[src/rtl/spi_slave.sv]
// SPI mode-0 responder: oversamples the SPI pins in the clk domain, deserialises
// MOSI into rx_data and serialises a byte from a one-entry holding register onto MISO.
module spi_slave #(
  parameter int unsigned SYNC_STAGES = 2
) (
  input  logic       clk,
  input  logic       rst,
  input  logic       spi_clk,
  input  logic       spi_mosi,
  input  logic       spi_cs_n,
  output logic       spi_miso,
  input  logic [7:0] tx_data,
  input  logic       tx_load,
  output logic       tx_pending,
  output logic       tx_underrun,
  output logic [7:0] rx_data,
  output logic       rx_valid,
  output logic       busy
);

  localparam int unsigned BYTE_W = 8;
  localparam int unsigned CNT_W  = 3;

  typedef enum logic {
    IDLE   = 1'b0,
    ACTIVE = 1'b1
  } state_t;

  // Synchroniser chains and edge detection
  logic [SYNC_STAGES-1:0] sclk_sync;
  logic [SYNC_STAGES-1:0] mosi_sync;
  logic [SYNC_STAGES-1:0] cs_sync;
  logic                   sclk_prev;
  logic                   sclk_s;
  logic                   mosi_s;
  logic                   cs_s;
  logic                   sclk_rise;
  logic                   sclk_fall;

  // Architectural state
  state_t                 state;
  state_t                 state_d;
  logic [CNT_W-1:0]       bit_cnt;
  logic [CNT_W-1:0]       bit_cnt_d;
  // Only seven received bits need holding; the eighth arrives with the completing edge.
  logic [BYTE_W-2:0]      rx_shift;
  logic [BYTE_W-2:0]      rx_shift_d;
  // Bits still to be sent after the one currently on spi_miso.
  logic [BYTE_W-2:0]      tx_shift;
  logic [BYTE_W-2:0]      tx_shift_d;
  logic [BYTE_W-1:0]      hold;
  logic [BYTE_W-1:0]      hold_d;
  logic                   cs_armed;
  logic                   cs_armed_d;

  // Next values of the registered outputs
  logic                   miso_d;
  logic                   pending_d;
  logic                   underrun_d;
  logic [BYTE_W-1:0]      rx_data_d;
  logic                   rx_valid_d;
  logic                   busy_d;

  // Load-event helpers
  logic                   load_evt;
  logic [BYTE_W-1:0]      load_byte;

  assign sclk_s    = sclk_sync[SYNC_STAGES-1];
  assign mosi_s    = mosi_sync[SYNC_STAGES-1];
  assign cs_s      = cs_sync[SYNC_STAGES-1];
  assign sclk_rise = sclk_s & ~sclk_prev;
  assign sclk_fall = ~sclk_s & sclk_prev;

  // Bring the asynchronous SPI pins into the clk domain; all chains share one depth
  // so MOSI stays aligned with the clock edge it belongs to. The CS chain clears to
  // "asserted" and is qualified by cs_armed, so a CS already low when reset drops
  // does not start a frame.
  always_ff @(posedge clk or posedge rst) begin
    if (rst) begin
      sclk_sync <= '0;
      mosi_sync <= '0;
      cs_sync   <= '0;
      sclk_prev <= 1'b0;
    end else begin
      sclk_sync <= {sclk_sync[SYNC_STAGES-2:0], spi_clk};
      mosi_sync <= {mosi_sync[SYNC_STAGES-2:0], spi_mosi};
      cs_sync   <= {cs_sync[SYNC_STAGES-2:0], spi_cs_n};
      sclk_prev <= sclk_s;
    end
  end

  // State and datapath registers
  always_ff @(posedge clk or posedge rst) begin
    if (rst) begin
      state       <= IDLE;
      bit_cnt     <= '0;
      rx_shift    <= '0;
      tx_shift    <= '0;
      hold        <= '0;
      cs_armed    <= 1'b0;
      spi_miso    <= 1'b0;
      tx_pending  <= 1'b0;
      tx_underrun <= 1'b0;
      rx_data     <= '0;
      rx_valid    <= 1'b0;
      busy        <= 1'b0;
    end else begin
      state       <= state_d;
      bit_cnt     <= bit_cnt_d;
      rx_shift    <= rx_shift_d;
      tx_shift    <= tx_shift_d;
      hold        <= hold_d;
      cs_armed    <= cs_armed_d;
      spi_miso    <= miso_d;
      tx_pending  <= pending_d;
      tx_underrun <= underrun_d;
      rx_data     <= rx_data_d;
      rx_valid    <= rx_valid_d;
      busy        <= busy_d;
    end
  end

  // Next-state, shifting and holding-register logic
  always_comb begin
    state_d    = state;
    bit_cnt_d  = bit_cnt;
    rx_shift_d = rx_shift;
    tx_shift_d = tx_shift;
    hold_d     = hold;
    cs_armed_d = cs_armed | cs_s;
    miso_d     = spi_miso;
    pending_d  = tx_pending;
    underrun_d = 1'b0;
    rx_data_d  = rx_data;
    rx_valid_d = 1'b0;
    load_evt   = 1'b0;
    load_byte  = '0;

    case (state)
      IDLE: begin
        miso_d = 1'b0;
        if (cs_armed && !cs_s) begin
          state_d   = ACTIVE;
          bit_cnt_d = '0;
          load_evt  = 1'b1;
        end
      end
      ACTIVE: begin
        if (cs_s) begin
          // Deselect: drop any partial byte, leave the holding register alone.
          state_d    = IDLE;
          bit_cnt_d  = '0;
          rx_shift_d = '0;
          miso_d     = 1'b0;
        end else if (sclk_rise) begin
          rx_shift_d = {rx_shift[BYTE_W-3:0], mosi_s};
          bit_cnt_d  = bit_cnt + CNT_W'(1);
          if (&bit_cnt) begin
            rx_data_d  = {rx_shift, mosi_s};
            rx_valid_d = 1'b1;
          end
        end else if (sclk_fall) begin
          if (bit_cnt == '0) begin
            load_evt = 1'b1;
          end else begin
            {miso_d, tx_shift_d} = {tx_shift, 1'b0};
          end
        end
      end
      default: begin
        state_d = IDLE;
      end
    endcase

    // A strobe coinciding with a load event bypasses the holding register.
    if (load_evt) begin
      if (tx_load) begin
        load_byte = tx_data;
      end else if (tx_pending) begin
        load_byte = hold;
        pending_d = 1'b0;
      end else begin
        load_byte  = '0;
        underrun_d = 1'b1;
      end
      {miso_d, tx_shift_d} = load_byte;
    end else if (tx_load) begin
      hold_d    = tx_data;
      pending_d = 1'b1;
    end

    busy_d = (state_d == ACTIVE);
  end

endmodule

[config.mk]
export PLATFORM = sky130hd
export DESIGN_NAME = spi_slave
export DESIGN_NICKNAME = d
export VERILOG_FILES = /design/src/rtl/spi_slave.sv
export SDC_FILE = /design/constraint.sdc
export NUM_CORES = 1
export LEC_CHECK = 0
export ABC_CLOCK_PERIOD_IN_PS = 2700
export CORE_MARGIN = 1.5
export CORE_UTILIZATION = 53
export DETAILED_ROUTE_END_ITERATION = 12
export GPL_TIMING_DRIVEN = 0
export PLACE_DENSITY = 0.78
export SLEW_MARGIN = 20
export SYNTH_ARGS = -nofsm -noshare
export SYNTH_HDL_FRONTEND = slang
export SYNTH_SLANG_ARGS = --single-unit
[constraint.sdc]
create_clock -name clk -period 2.7 [get_ports clk]
set_input_delay 0.405 -clock clk [delete_from_list [all_inputs] [get_ports clk]]
set_output_delay 0.405 -clock clk [all_outputs]
set_load 0.01 [all_outputs]
==> summary.md <==
| Metric | Value |
|---|---|
| Status | finished, final reports clean |
| Net count after synthesis | 170 |
| Number of synthesized flops with an enable pin | 0 |
| Slew of the pin with the lowest slew margin | 0.432 ns |
| Post-synthesis cell count | about 150 |
| Clk root buf | clkbuf_4 |
| Max clock buf depth | 2 |
| RSZ-0062 raised after global routing | no |
| Vias in the first global route | approximately 1300 |
| Final setup viols | 0 |
| Relative slew slack | 0.709 |
| Vias | 1255 |
| Power Dens Cells | 553 nW/µm² |
| WL final | roughly 3.4 mm |
| Layout net count | between 200 and 250 |
| DRC | 0 |
| Initial antenna violation count | 0 |
| Final period util | 0.873 |
| Gpl congestion | 0.813 |
| I/O Pins | 27 |
| Share of post-route cells with drive strength above 1 | 0.176 |
| Crit-path max FO | 10 |
| Max Fclk | approximately 420 MHz |
| Max-slew violation count | 0 |
| Synth Area per Inst | 12.7 µm² |
| Post-CTS sizing | 0 |
| Gr ovfl total | 0 |
| Worst VDD drop | around 0.35 mV |
| DR iter-0 viols | 65 |
| Initial core utilization | 0.563 |
| Seq cells post-synth | 46 |
| Worst hold-check path type | in2async |
| Critical Path RT | 2.96 ns |
| Clock transition at the registers of the reported paths | about 0.13 ns |
| Critical Path Start | bit_cnt[0] |
| Pre-CTS setup slack | approximately 0.33 ns |
| Async SR Flop Fraction | 1.00 |
| Hold-fix buffers, CTS | 0 |
| Reg2reg end | hold[3] |
| Drt wl/cell | about 15 µm |
| TritonRoute pass-1 iters | 4 |
| Clock latency on the worst-skew pair | 0.36 ns |
| Mapped cell area | just under 2000 µm² |
| Sequential share of the synthesized area | 0.598 |
| Post-DRT Antenna Nets | 0 |
| DP HPWL | around 2.5 mm |
| Worst setup SP type | register |
| Leak pwr | around 1.0 nW |
| Placed cells | roughly 230 |
| Antenna cells | 0 |
| Synthesis Warnings | 0 |
| First-pass GRT wire length | 6.09 mm |
| Area growth syn-to-layout | 20.7% |
| Min Hold Slack | 0.346 ns |
| Post-CTS Setup Bufs | 0 |
| GRT Util Overall | 0.201 |
| Final Hold Fails | 0 |
| Core ar. | around 3400 µm² |
| Die Span X | between 60 and 70 µm |
| Worst reg2reg path startpoint | bit_cnt[0] |
| Max-cap violations | 0 |
| CTS Buf Count | 5 |
| Fin cells | between 200 and 250 |
| R2r worst-path depth | 9 |
| Final WS setup | 0.342 ns |
| Setup Skew | ~0.017 ns |
| Worst EP arrival | about 2.6 ns |
| Tot Pwr | 1.28 mW |
| Class of the most critical setup path | reg2reg |
| Synth Flop Type | dfrtp_1 |
| Distinct cells, synth | 33 |
| Pin count of the biggest net entering global routing | 29 |
| Vias per cell | about 5.4 |
| Period minus WS final | 2.36 ns |
| Setup crit end kind | register |
| CTS tree | built |
| Num Clock Sinks | 46 |
| Rows | 21 |
| Die height | roughly 63 µm |
| Reg2reg setup slack | between 0.3 and 0.4 ns |
| PortBufs | 26 |
| Post-route setup TNS | 0 ns |
| Die ar. | approximately 4000 µm² |
| Max H-tree Level | 2 |
-- final cells by class --
class | instances | area [µm²]
Inverter | 4 | 15.0
Buffer | 7 | 51.3
Fill cell | 260 | 1090
Clock buffer | 7 | 55.1
Multi-Input combinational cell | 95 | 707
Tap cell | 46 | 57.6
Sequential cell | 46 | 1150
Timing Repair Buffer | 27 | 280
Clock inverter | 1 | 5.00
-- cells in the mapped netlist, drive strengths merged, types with 3 or more instances --
cell | n | area, µm²
dfrtp | 46 | 1150
mux2 | 17 | 221
nand2 | 15 | 56.3
nor2 | 13 | 48.8
a22o | 7 | 61.3
nor2b | 6 | 40.0
o31ai | 6 | 45.0
o21ai | 5 | 25.0
clkbuf | 4 | 15.0
ha | 4 | 50.1
inv | 4 | 15.0
a211oi | 3 | 22.5
a221oi | 3 | 26.3
buf | 3 | 36.3
nand3 | 3 | 15.0
-- how the worst max path moves through the flow --
stage | endpoint | slack, ns | depth (start not counted)
floorplan | hold[0] | 0.64 | 9
global placement | cs_sync[0] | 0.37 | 2
detailed placement | hold[3] | 0.33 | 9
CTS | hold[3] | 0.32 | 9
global route | hold[1] | 0.15 | 9
finish | hold[3] | 0.34 | 9
-- cells by family (layout without fill, tap and decap cells) --
logic type                 after synthesis  in the layout  share of synthesized area
buffers and inverters                   11             46                     0.0345
DFF                                     46             46                      0.598
muxes                                   17             17                      0.115
and+or+nand+nor                         45             45                      0.112
AOI/OAI and AO/OA                       29             29                      0.114
adders and majority gates                4              4                     0.0260
-- state kept, by name, summed over array words and instances (netlist names) --
signal       count
tx_pending       1
rx_shift         7
mosi_sync        2
sclk_prev        1
bit_cnt          3
rx_valid         1
spi_miso         1
state            1
tx_shift         7
cs_armed         1
rx_data          8
hold             8
tx_underrun      1
sclk_sync        2
cs_sync          2
-- per-stage QoR --
stage	utilization	instance area, µm²
finish	0.680	2320
global route	0.680	2320
CTS	0.680	2320
detailed placement	0.662	2260
global placement	0.656	2240
floorplan	-	1920
-- layer usage --
| metal | share of wire | global-route usage |
|---|---|---|
| met1 | 0.44 | 0.255 |
| met2 | 0.50 | 0.320 |
| met3 | 0.043 | 0.0714 |
| met4 | 0.017 | 0.0761 |
| met5 | 0 | 0 |
-- placed cells by master, fill, tap and decap left out --
cell type	count
dfrtp_1	46
clkdlybuf4s50_1	26
nand2_1	15
nor2_1	13
mux2_4	8
mux2_2	8
a22o_1	7
o31ai_1	6
nor2b_1	5
o21ai_0	5
clkbuf_1	5
clkbuf_4	5
ha_1	4
a221oi_1	3
nand3_1	3
a211oi_1	3
inv_2	2
buf_12	2
inv_1	2
nand2b_1	2
nor2b_2	1
nor3b_1	1
a31o_1	1
buf_2	1
and2_1	1
buf_6	1
mux2_1	1
a22oi_1	1
a31o_2	1
and4_4	1
or2_2	1
nor3_1	1
and3_1	1
a21oi_1	1
a32o_1	1
clkinv_2	1
clkbuf_8	1
-- power breakdown --
group,total (mW),internal [mW],switching (mW)
Combinational,0.170,0.0848,0.0849
Sequential,0.779,0.742,0.0372
Clock,0.334,0.126,0.208
Total,1.28,0.953,0.330
-- worst max-delay path, stage by stage, from the launching register on --
cell,delay (ns)
dfrtp_1,0.41
inv_1,0.08
ha_1,0.20
nor2b_1,0.14
a31o_1,0.17
buf_2,0.17
inv_2,0.17
ha_1,0.18
clkbuf_1,0.36
mux2_2,0.39
No activity file was read; power rests on OpenSTA's default activity.
